==> config.mk <==
export PLATFORM = sky130hd
export DESIGN_NAME = sensor_dht11_flat
export DESIGN_NICKNAME = d
export VERILOG_FILES = /design/src/rtl/sensor_dht11_if.sv /design/src/rtl/sensor_dht11.sv /design/src/flat_wrapper.sv
export SDC_FILE = /design/constraint.sdc
export NUM_CORES = 1
export LEC_CHECK = 0
export CORE_MARGIN = 2
export CORE_UTILIZATION = 50
export DETAILED_ROUTE_END_ITERATION = 12
export MAX_ROUTING_LAYER = met4
export PLACE_DENSITY = 0.75
export RECOVER_POWER = 25
export SLEW_MARGIN = 0
export SYNTH_ARGS = -nofsm -noshare
export SYNTH_HDL_FRONTEND = slang
export SYNTH_SLANG_ARGS = --single-unit
==> constraint.sdc <==
create_clock -name clock -period 2.9 [get_ports clock]
set_input_delay 0.58 -clock clock [delete_from_list [all_inputs] [get_ports clock]]
set_output_delay 0.58 -clock clock [all_outputs]
set_load 0.01 [all_outputs]
==> src/rtl/sensor_dht11_if.sv <==
// Controller-facing bundle of sensor_dht11: start/abort requests in, frame bytes and status out.
// Handshake: a rising edge of i_sensor_en requests one read (edges seen while o_busy=1 are
// dropped, not queued); i_sensor_rst is a level abort. There is no ready: o_data_valid is a
// single-cycle pulse, and the five bytes plus o_crc_ok stay stable until the next pulse.
interface sensor_dht11_if;
  logic       i_sensor_en;
  logic       i_sensor_rst;
  logic [7:0] HUM_INT;
  logic [7:0] HUM_FLOAT;
  logic [7:0] TEMP_INT;
  logic [7:0] TEMP_FLOAT;
  logic [7:0] CRC;
  logic       o_data_valid;
  logic       o_crc_ok;
  logic       o_busy;
  logic       o_error;

  modport master (
    output i_sensor_en, i_sensor_rst,
    input  HUM_INT, HUM_FLOAT, TEMP_INT, TEMP_FLOAT, CRC,
    input  o_data_valid, o_crc_ok, o_busy, o_error
  );

  modport slave (
    input  i_sensor_en, i_sensor_rst,
    output HUM_INT, HUM_FLOAT, TEMP_INT, TEMP_FLOAT, CRC,
    output o_data_valid, o_crc_ok, o_busy, o_error
  );
endinterface

==> src/rtl/sensor_dht11.sv <==
// DHT11 single-wire reader: host start pulse, response/bit timing on a µs counter,
// 40-bit frame capture and checksum, with timeout and synchronous abort.
module sensor_dht11 #(
  parameter int CLK_FREQ_HZ   = 50_000_000,
  parameter int START_LOW_US  = 18000,
  parameter int BIT_THRESH_US = 40,
  parameter int TIMEOUT_US    = 200
) (
  input  logic          clock,
  input  logic          reset_n,
  sensor_dht11_if.slave bus,
  input  logic          i_dht_data,
  output logic          o_dht_drive_low,
  output logic [2:0]    o_dbg_state
);

  localparam int TICK  = (CLK_FREQ_HZ / 1_000_000 > 0) ? CLK_FREQ_HZ / 1_000_000 : 1;
  localparam int PRE_W = (TICK > 1) ? $clog2(TICK) : 1;

  localparam logic [PRE_W-1:0] L_PRE_LAST = PRE_W'(TICK - 1);
  localparam logic [15:0]      L_START_US = 16'(START_LOW_US);
  localparam logic [15:0]      L_THRESH   = 16'(BIT_THRESH_US);
  localparam logic [15:0]      L_TIMEOUT  = 16'(TIMEOUT_US);

  typedef enum logic [2:0] {
    S_IDLE      = 3'd0,
    S_START_LOW = 3'd1,
    S_WAIT_RESP = 3'd2,
    S_RESP_LOW  = 3'd3,
    S_RESP_HIGH = 3'd4,
    S_BIT_LOW   = 3'd5,
    S_BIT_HIGH  = 3'd6,
    S_DONE      = 3'd7
  } state_t;

  state_t           r_state;
  logic             r_sync1;
  logic             r_sync2;
  logic             r_prev;
  logic             r_en_d;
  logic [PRE_W-1:0] r_pre;
  logic [15:0]      r_us;
  logic [39:0]      r_shift;
  logic [5:0]       r_bit_cnt;
  logic             r_drive_low;
  logic             r_busy;
  logic             r_error;
  logic             r_data_valid;
  logic             r_crc_ok;
  logic [7:0]       r_hum_int;
  logic [7:0]       r_hum_float;
  logic [7:0]       r_temp_int;
  logic [7:0]       r_temp_float;
  logic [7:0]       r_crc;

  logic       w_rise;
  logic       w_fall;
  logic       w_en_rise;
  logic       w_tick;
  logic       w_timeout;
  logic       w_bit;
  logic [7:0] w_sum;

  // Pin is asynchronous: two flops, then a third to detect edges on the clean copy.
  always_ff @(posedge clock or negedge reset_n) begin
    if (!reset_n) begin
      r_sync1 <= 1'b1;
      r_sync2 <= 1'b1;
      r_prev  <= 1'b1;
      r_en_d  <= 1'b0;
    end else begin
      r_sync1 <= i_dht_data;
      r_sync2 <= r_sync1;
      r_prev  <= r_sync2;
      r_en_d  <= bus.i_sensor_en;
    end
  end

  assign w_rise    = ~r_prev & r_sync2;
  assign w_fall    = r_prev & ~r_sync2;
  assign w_en_rise = bus.i_sensor_en & ~r_en_d;
  assign w_tick    = (r_pre == L_PRE_LAST);
  assign w_timeout = (r_us >= L_TIMEOUT);
  assign w_bit     = (r_us > L_THRESH);
  assign w_sum     = r_shift[39:32] + r_shift[31:24] + r_shift[23:16] + r_shift[15:8];

  // Timer runs freely every cycle; every state change below overrides it with a clear.
  always_ff @(posedge clock or negedge reset_n) begin
    if (!reset_n) begin
      r_state      <= S_IDLE;
      r_pre        <= '0;
      r_us         <= '0;
      r_shift      <= '0;
      r_bit_cnt    <= '0;
      r_drive_low  <= 1'b0;
      r_busy       <= 1'b0;
      r_error      <= 1'b0;
      r_data_valid <= 1'b0;
      r_crc_ok     <= 1'b0;
      r_hum_int    <= '0;
      r_hum_float  <= '0;
      r_temp_int   <= '0;
      r_temp_float <= '0;
      r_crc        <= '0;
    end else begin
      r_data_valid <= 1'b0;
      if (w_tick) begin
        r_pre <= '0;
        if (r_us != 16'hFFFF) r_us <= r_us + 16'd1;
      end else begin
        r_pre <= r_pre + 1'b1;
      end

      if (bus.i_sensor_rst) begin
        r_state     <= S_IDLE;
        r_drive_low <= 1'b0;
        r_busy      <= 1'b0;
        r_pre       <= '0;
        r_us        <= '0;
      end else begin
        case (r_state)
          S_IDLE: begin
            // Busy is held through DONE and drops here, one cycle after the valid pulse.
            r_busy <= 1'b0;
            if (w_en_rise) begin
              r_error     <= 1'b0;
              r_busy      <= 1'b1;
              r_drive_low <= 1'b1;
              r_state     <= S_START_LOW;
              r_pre       <= '0;
              r_us        <= '0;
            end
          end
          S_START_LOW: begin
            if (r_us >= L_START_US) begin
              r_drive_low <= 1'b0;
              r_state     <= S_WAIT_RESP;
              r_pre       <= '0;
              r_us        <= '0;
            end
          end
          S_WAIT_RESP: begin
            if (w_fall) begin
              r_state <= S_RESP_LOW;
              r_pre   <= '0;
              r_us    <= '0;
            end else if (w_timeout) begin
              r_error <= 1'b1;
              r_busy  <= 1'b0;
              r_state <= S_IDLE;
              r_pre   <= '0;
              r_us    <= '0;
            end
          end
          S_RESP_LOW: begin
            if (w_rise) begin
              r_state <= S_RESP_HIGH;
              r_pre   <= '0;
              r_us    <= '0;
            end else if (w_timeout) begin
              r_error <= 1'b1;
              r_busy  <= 1'b0;
              r_state <= S_IDLE;
              r_pre   <= '0;
              r_us    <= '0;
            end
          end
          S_RESP_HIGH: begin
            if (w_fall) begin
              r_bit_cnt <= '0;
              r_state   <= S_BIT_LOW;
              r_pre     <= '0;
              r_us      <= '0;
            end else if (w_timeout) begin
              r_error <= 1'b1;
              r_busy  <= 1'b0;
              r_state <= S_IDLE;
              r_pre   <= '0;
              r_us    <= '0;
            end
          end
          S_BIT_LOW: begin
            if (w_rise) begin
              r_state <= S_BIT_HIGH;
              r_pre   <= '0;
              r_us    <= '0;
            end else if (w_timeout) begin
              r_error <= 1'b1;
              r_busy  <= 1'b0;
              r_state <= S_IDLE;
              r_pre   <= '0;
              r_us    <= '0;
            end
          end
          S_BIT_HIGH: begin
            // The high-phase length decides the bit; the sensor's trailing low after bit 40 is ignored.
            if (w_fall) begin
              r_shift   <= {r_shift[38:0], w_bit};
              r_bit_cnt <= r_bit_cnt + 6'd1;
              r_state   <= (r_bit_cnt == 6'd39) ? S_DONE : S_BIT_LOW;
              r_pre     <= '0;
              r_us      <= '0;
            end else if (w_timeout) begin
              r_error <= 1'b1;
              r_busy  <= 1'b0;
              r_state <= S_IDLE;
              r_pre   <= '0;
              r_us    <= '0;
            end
          end
          S_DONE: begin
            r_hum_int    <= r_shift[39:32];
            r_hum_float  <= r_shift[31:24];
            r_temp_int   <= r_shift[23:16];
            r_temp_float <= r_shift[15:8];
            r_crc        <= r_shift[7:0];
            r_crc_ok     <= (w_sum == r_shift[7:0]);
            r_data_valid <= 1'b1;
            r_state      <= S_IDLE;
            r_pre        <= '0;
            r_us         <= '0;
          end
          default: begin
            r_state     <= S_IDLE;
            r_drive_low <= 1'b0;
            r_busy      <= 1'b0;
          end
        endcase
      end
    end
  end

  assign o_dht_drive_low  = r_drive_low;
  assign o_dbg_state      = r_state;
  assign bus.HUM_INT      = r_hum_int;
  assign bus.HUM_FLOAT    = r_hum_float;
  assign bus.TEMP_INT     = r_temp_int;
  assign bus.TEMP_FLOAT   = r_temp_float;
  assign bus.CRC          = r_crc;
  assign bus.o_data_valid = r_data_valid;
  assign bus.o_crc_ok     = r_crc_ok;
  assign bus.o_busy       = r_busy;
  assign bus.o_error      = r_error;

endmodule

==> src/flat_wrapper.sv <==
// flat-port wrapper written by rule: the top's interface ports become plain ports
module sensor_dht11_flat 
#(
  parameter int CLK_FREQ_HZ   = 50_000_000,
  parameter int START_LOW_US  = 18000,
  parameter int BIT_THRESH_US = 40,
  parameter int TIMEOUT_US    = 200
)
  (clock, reset_n, i_dht_data, o_dht_drive_low, o_dbg_state, bus_i_sensor_en, bus_i_sensor_rst, bus_HUM_INT, bus_HUM_FLOAT, bus_TEMP_INT, bus_TEMP_FLOAT, bus_CRC, bus_o_data_valid, bus_o_crc_ok, bus_o_busy, bus_o_error);
  sensor_dht11_if bus_i ();
  input  logic clock;
  input  logic reset_n;
  input  logic i_dht_data;
  output logic o_dht_drive_low;
  output logic [2:0] o_dbg_state;
  input wire logic [$bits(bus_i.i_sensor_en)-1:0] bus_i_sensor_en;
  input wire logic [$bits(bus_i.i_sensor_rst)-1:0] bus_i_sensor_rst;
  output wire logic [$bits(bus_i.HUM_INT)-1:0] bus_HUM_INT;
  output wire logic [$bits(bus_i.HUM_FLOAT)-1:0] bus_HUM_FLOAT;
  output wire logic [$bits(bus_i.TEMP_INT)-1:0] bus_TEMP_INT;
  output wire logic [$bits(bus_i.TEMP_FLOAT)-1:0] bus_TEMP_FLOAT;
  output wire logic [$bits(bus_i.CRC)-1:0] bus_CRC;
  output wire logic [$bits(bus_i.o_data_valid)-1:0] bus_o_data_valid;
  output wire logic [$bits(bus_i.o_crc_ok)-1:0] bus_o_crc_ok;
  output wire logic [$bits(bus_i.o_busy)-1:0] bus_o_busy;
  output wire logic [$bits(bus_i.o_error)-1:0] bus_o_error;
  assign bus_i.i_sensor_en = bus_i_sensor_en;
  assign bus_i.i_sensor_rst = bus_i_sensor_rst;
  assign bus_HUM_INT = bus_i.HUM_INT;
  assign bus_HUM_FLOAT = bus_i.HUM_FLOAT;
  assign bus_TEMP_INT = bus_i.TEMP_INT;
  assign bus_TEMP_FLOAT = bus_i.TEMP_FLOAT;
  assign bus_CRC = bus_i.CRC;
  assign bus_o_data_valid = bus_i.o_data_valid;
  assign bus_o_crc_ok = bus_i.o_crc_ok;
  assign bus_o_busy = bus_i.o_busy;
  assign bus_o_error = bus_i.o_error;
  sensor_dht11 #(.CLK_FREQ_HZ(CLK_FREQ_HZ), .START_LOW_US(START_LOW_US), .BIT_THRESH_US(BIT_THRESH_US), .TIMEOUT_US(TIMEOUT_US)) u_core (.clock(clock), .reset_n(reset_n), .bus(bus_i), .i_dht_data(i_dht_data), .o_dht_drive_low(o_dht_drive_low), .o_dbg_state(o_dbg_state));
endmodule
==> impl_metrics.json <==
{
  "outcome": "finished with violations",
  "violations": "capacitance limit, slew limit, setup timing",
  "path_class": "flop to flop",
  "pwr-share-clk_pct": 52.7,
  "clock_skew_ns": 0.00896,
  "switching_power_uw": 844,
  "clock_latency_ns": 0.42,
  "post-place-ws_ns": -0.0959,
  "syn-num-nets": 585,
  "fp.dieArea_um2": 12700,
  "start_util_pct": 51.4,
  "grt_max_degree": 42,
  "vias_per_cell": 5.37,
  "cts_hold_buffers": 0,
  "arrival_ns": 3.32,
  "cts.root.buffer_cell": "clkbuf_16",
  "pwr_density_cell_nw_per_um2": 557,
  "worst_pin_slew_ns": 2.23,
  "wl_met2_mm": 6.20,
  "cts_tree": "yes",
  "clk_path_buf_depth": 2,
  "vias": 4153,
  "io_buffers": 52,
  "synth-async-reset-ratio_pct": 100,
  "fillCellCount": 905,
  "power.share.switching_pct": 21.0,
  "grt_pass1_wl_mm": 21.1,
  "place_area_um2": 6610,
  "boundaryPins": 53,
  "relSlewSlack_pct": -48.9,
  "grt_pass1_vias": 4362,
  "syn-mean-instance-area_um2": 10.6,
  "final-hold-violation-count": 0,
  "grt_overflow": 0,
  "drc": 0,
  "startpoint_type": "flop",
  "p_int_mw": 3.17,
  "setup_viol": 1,
  "place_congestion": 0.883,
  "crit_slowest_cell": "fa_1",
  "drtAntennaViolNets": 0,
  "stdcell_area_um2": 7210,
  "row_count": 39,
  "dp_hpwl_mm": 8.59,
  "yosysTopAreaCell": "dfrtp_1",
  "drt-pass1-iter-count": 4,
  "seqPwrFrac_pct": 42.7,
  "diodes": 0,
  "rsz0062_at_grt": "yes",
  "ys_seq_area_share_pct": 51.0,
  "path_max_fanout": 2,
  "finalCriticalPeriod_ns": 2.98,
  "final_net_count": 650,
  "post-synth-top-area-fraction_pct": 49.7,
  "die_y_um": 113,
  "final.setup.tns_ns": -0.0802,
  "cpMostUsedCell": "fa_1",
  "cp-end-kind": "flop",
  "antenna_found_initial": 0,
  "drtIter0Drc": 175,
  "fin_ws_ns": -0.0802,
  "clock-sinks": 120,
  "ys.flop_type": "dfrtp_1",
  "die_w_um": 113,
  "fin_crit_sh_pct": 103,
  "track_usage_pct": 21.5,
  "synth_seq_cells": 120,
  "yosysWarningCount": 0,
  "wl_met3_um": 472,
  "slew_viol_final": 42,
  "syn-cell-area_um2": 5890,
  "coreArea_um2": 11500,
  "ir_drop_mv": 0.745,
  "wl_met1_mm": 5.12,
  "cts.clk_slew.worst_paths_ns": 0.05,
  "top_layer": "met4",
  "hp-class": "flop to flop",
  "maxCapViolCount": 1,
  "ys_types": 56,
  "critPathRequiredTime_ns": 3.24,
  "area_growth_pct": 22.4,
  "worstPathCellList": "fa_1 > inv_1 > fa_1 > inv_2 > ha_4 > fa_1 > xnor2_1 > nand2_1 > nor4_1 > nand4_1 > o21ai_1",
  "cts_buffers": 17,
  "htreeDepth": 4,
  "synth_edf_count": 0,
  "p_leak_nw": 3.41,
  "slowest_delay_ns": 0.55,
  "wl_per_cell_um": 15.5,
  "pwr-share-comb_pct": 4.6,
  "ys_top_cells_by_area": "dfrtp_1, nand2_1, mux2_2, fa_1, xnor2_1",
  "wirelength_mm": 12.0,
  "drive_gt1_share_pct": 16.2,
  "fmax_mhz": 336,
  "synthCells": 554,
  "final_core_util_pct": 62.9
}
[cell type report]
| type | instances | area, um^2 | area share (%) |
|---|---|---|---|
| Clock buffer | 23 | 478 | 6.63 |
| Sequential cell | 120 | 3010 | 41.7 |
| Multi-Input combinational cell | 390 | 2690 | 37.3 |
| Clock inverter | 8 | 120 | 1.67 |
| Inverter | 22 | 82.6 | 1.14 |
| Tap cell | 143 | 179 | 2.48 |
| Timing Repair Buffer | 68 | 659 | 9.14 |
[stage by stage]
stage	hold WS (ns)	cells	total power, mW
2_1_floorplan	0.284	554	1.84
3_3_place_gp	0.347	742	1.93
3_5_place_dp	0.349	742	1.93
4_1_cts	0.160	773	4.07
5_1_grt	0.367	774	4.16
6_report	0.360	774	4.02
[cells in the mapped netlist, drive strengths merged (7+ instances only)]
| cell | count |
|---|---|
| fa | 14 |
| o21ai | 22 |
| xor2 | 8 |
| nand2 | 130 |
| nand3 | 20 |
| a21oi | 11 |
| dfrtp | 117 |
| nor3 | 17 |
| inv | 21 |
| xnor2 | 25 |
| ha | 12 |
| clkbuf | 8 |
| nor2 | 27 |
| mux2 | 35 |
| buf | 14 |
| nand4 | 7 |
[power by group through the flow]
stage	clock [mW]	combinational, mW	sequential [mW]
after global placement	0	0.186	1.74
after global routing	2.24	0.209	1.72
after detailed placement	0	0.191	1.74
after floorplan	0	0.106	1.74
final	2.12	0.185	1.71
after CTS	2.16	0.192	1.71
[worst max-delay path, delay by kind of cell, from the launching register on]
family                     cells  cell delay (ns)
adders and majority gates      4             1.73
buffers and inverters          2             0.10
AOI/OAI and AO/OA              1             0.14
DFF                            1             0.40
xor gates and xnor gates       1             0.12
and+or+nand+nor                3             0.42
[state kept, by name, indices dropped and copies added, names as in the netlist, 3 cells and up]
name	flops
u_core.bus.CRC	8
u_core.bus.HUM_FLOAT	8
u_core.bus.HUM_INT	8
u_core.bus.TEMP_FLOAT	8
u_core.bus.TEMP_INT	8
u_core.o_dbg_state	3
u_core.r_bit_cnt	6
u_core.r_pre	6
u_core.r_shift	40
u_core.r_us	16
[cell families after synthesis]
group                      count (synthesis)  share of synthesized area [%]
adders and majority gates                 26                           7.31
AOI/OAI and AO/OA                         65                           7.94
and+or+nand+nor                          229                           18.2
buffers and inverters                     44                           3.57
muxes                                     37                           7.03
xor gates and xnor gates                  33                           4.91
DFF                                      120                           51.0
[routing by layer]
metal	vias up	track usage [%]
met5	-	-
met4	0	6.75
met3	20	6.91
met2	92	35.4
met1	2046	25.1
li1	1995	-
[cells in the final DEF, fill, tap and decap left out, types with 14 or more instances in the layout]
cell             netlist  layout
clkbuf_16              0      17
clkdlybuf4s50_1        0      49
dfrtp_1              117     117
fa_1                  14      14
inv_1                 21      20
mux2_2                35      35
nand2_1              129     129
nand3_1               20      20
nor2_1                26      26
o21ai_0               21      20
xnor2_1               25      25
[what timing repair did]
item | CTS | global route
setup endpoints to repair | 1 | 1
pin swaps | 0 | 8
gates resized for setup | 1 | 3
setup buffers | 0 | 1
endpoints found under the hold margin | 0 | 0
[final timing paths]
| check | start | endpoint | slack (ns) | cells after the start |
|---|---|---|---|---|
| min in group asynchronous | reset_n | u_core.bus.o_data_valid | 0.82 | 1 |
| max in group asynchronous | reset_n | u_core.bus.CRC[0] | 0.40 | 2 |
| min reg2reg | u_core.r_sync1 | u_core.r_sync2 | 0.36 | 0 |
| min | u_core.r_sync1 | u_core.r_sync2 | 0.36 | 0 |
| max | u_core.r_shift[17] | u_core.bus.o_crc_ok | -0.08 | 11 |
| max reg2reg | u_core.r_shift[17] | u_core.bus.o_crc_ok | -0.08 | 11 |
(Power assumes the default switching activity.)
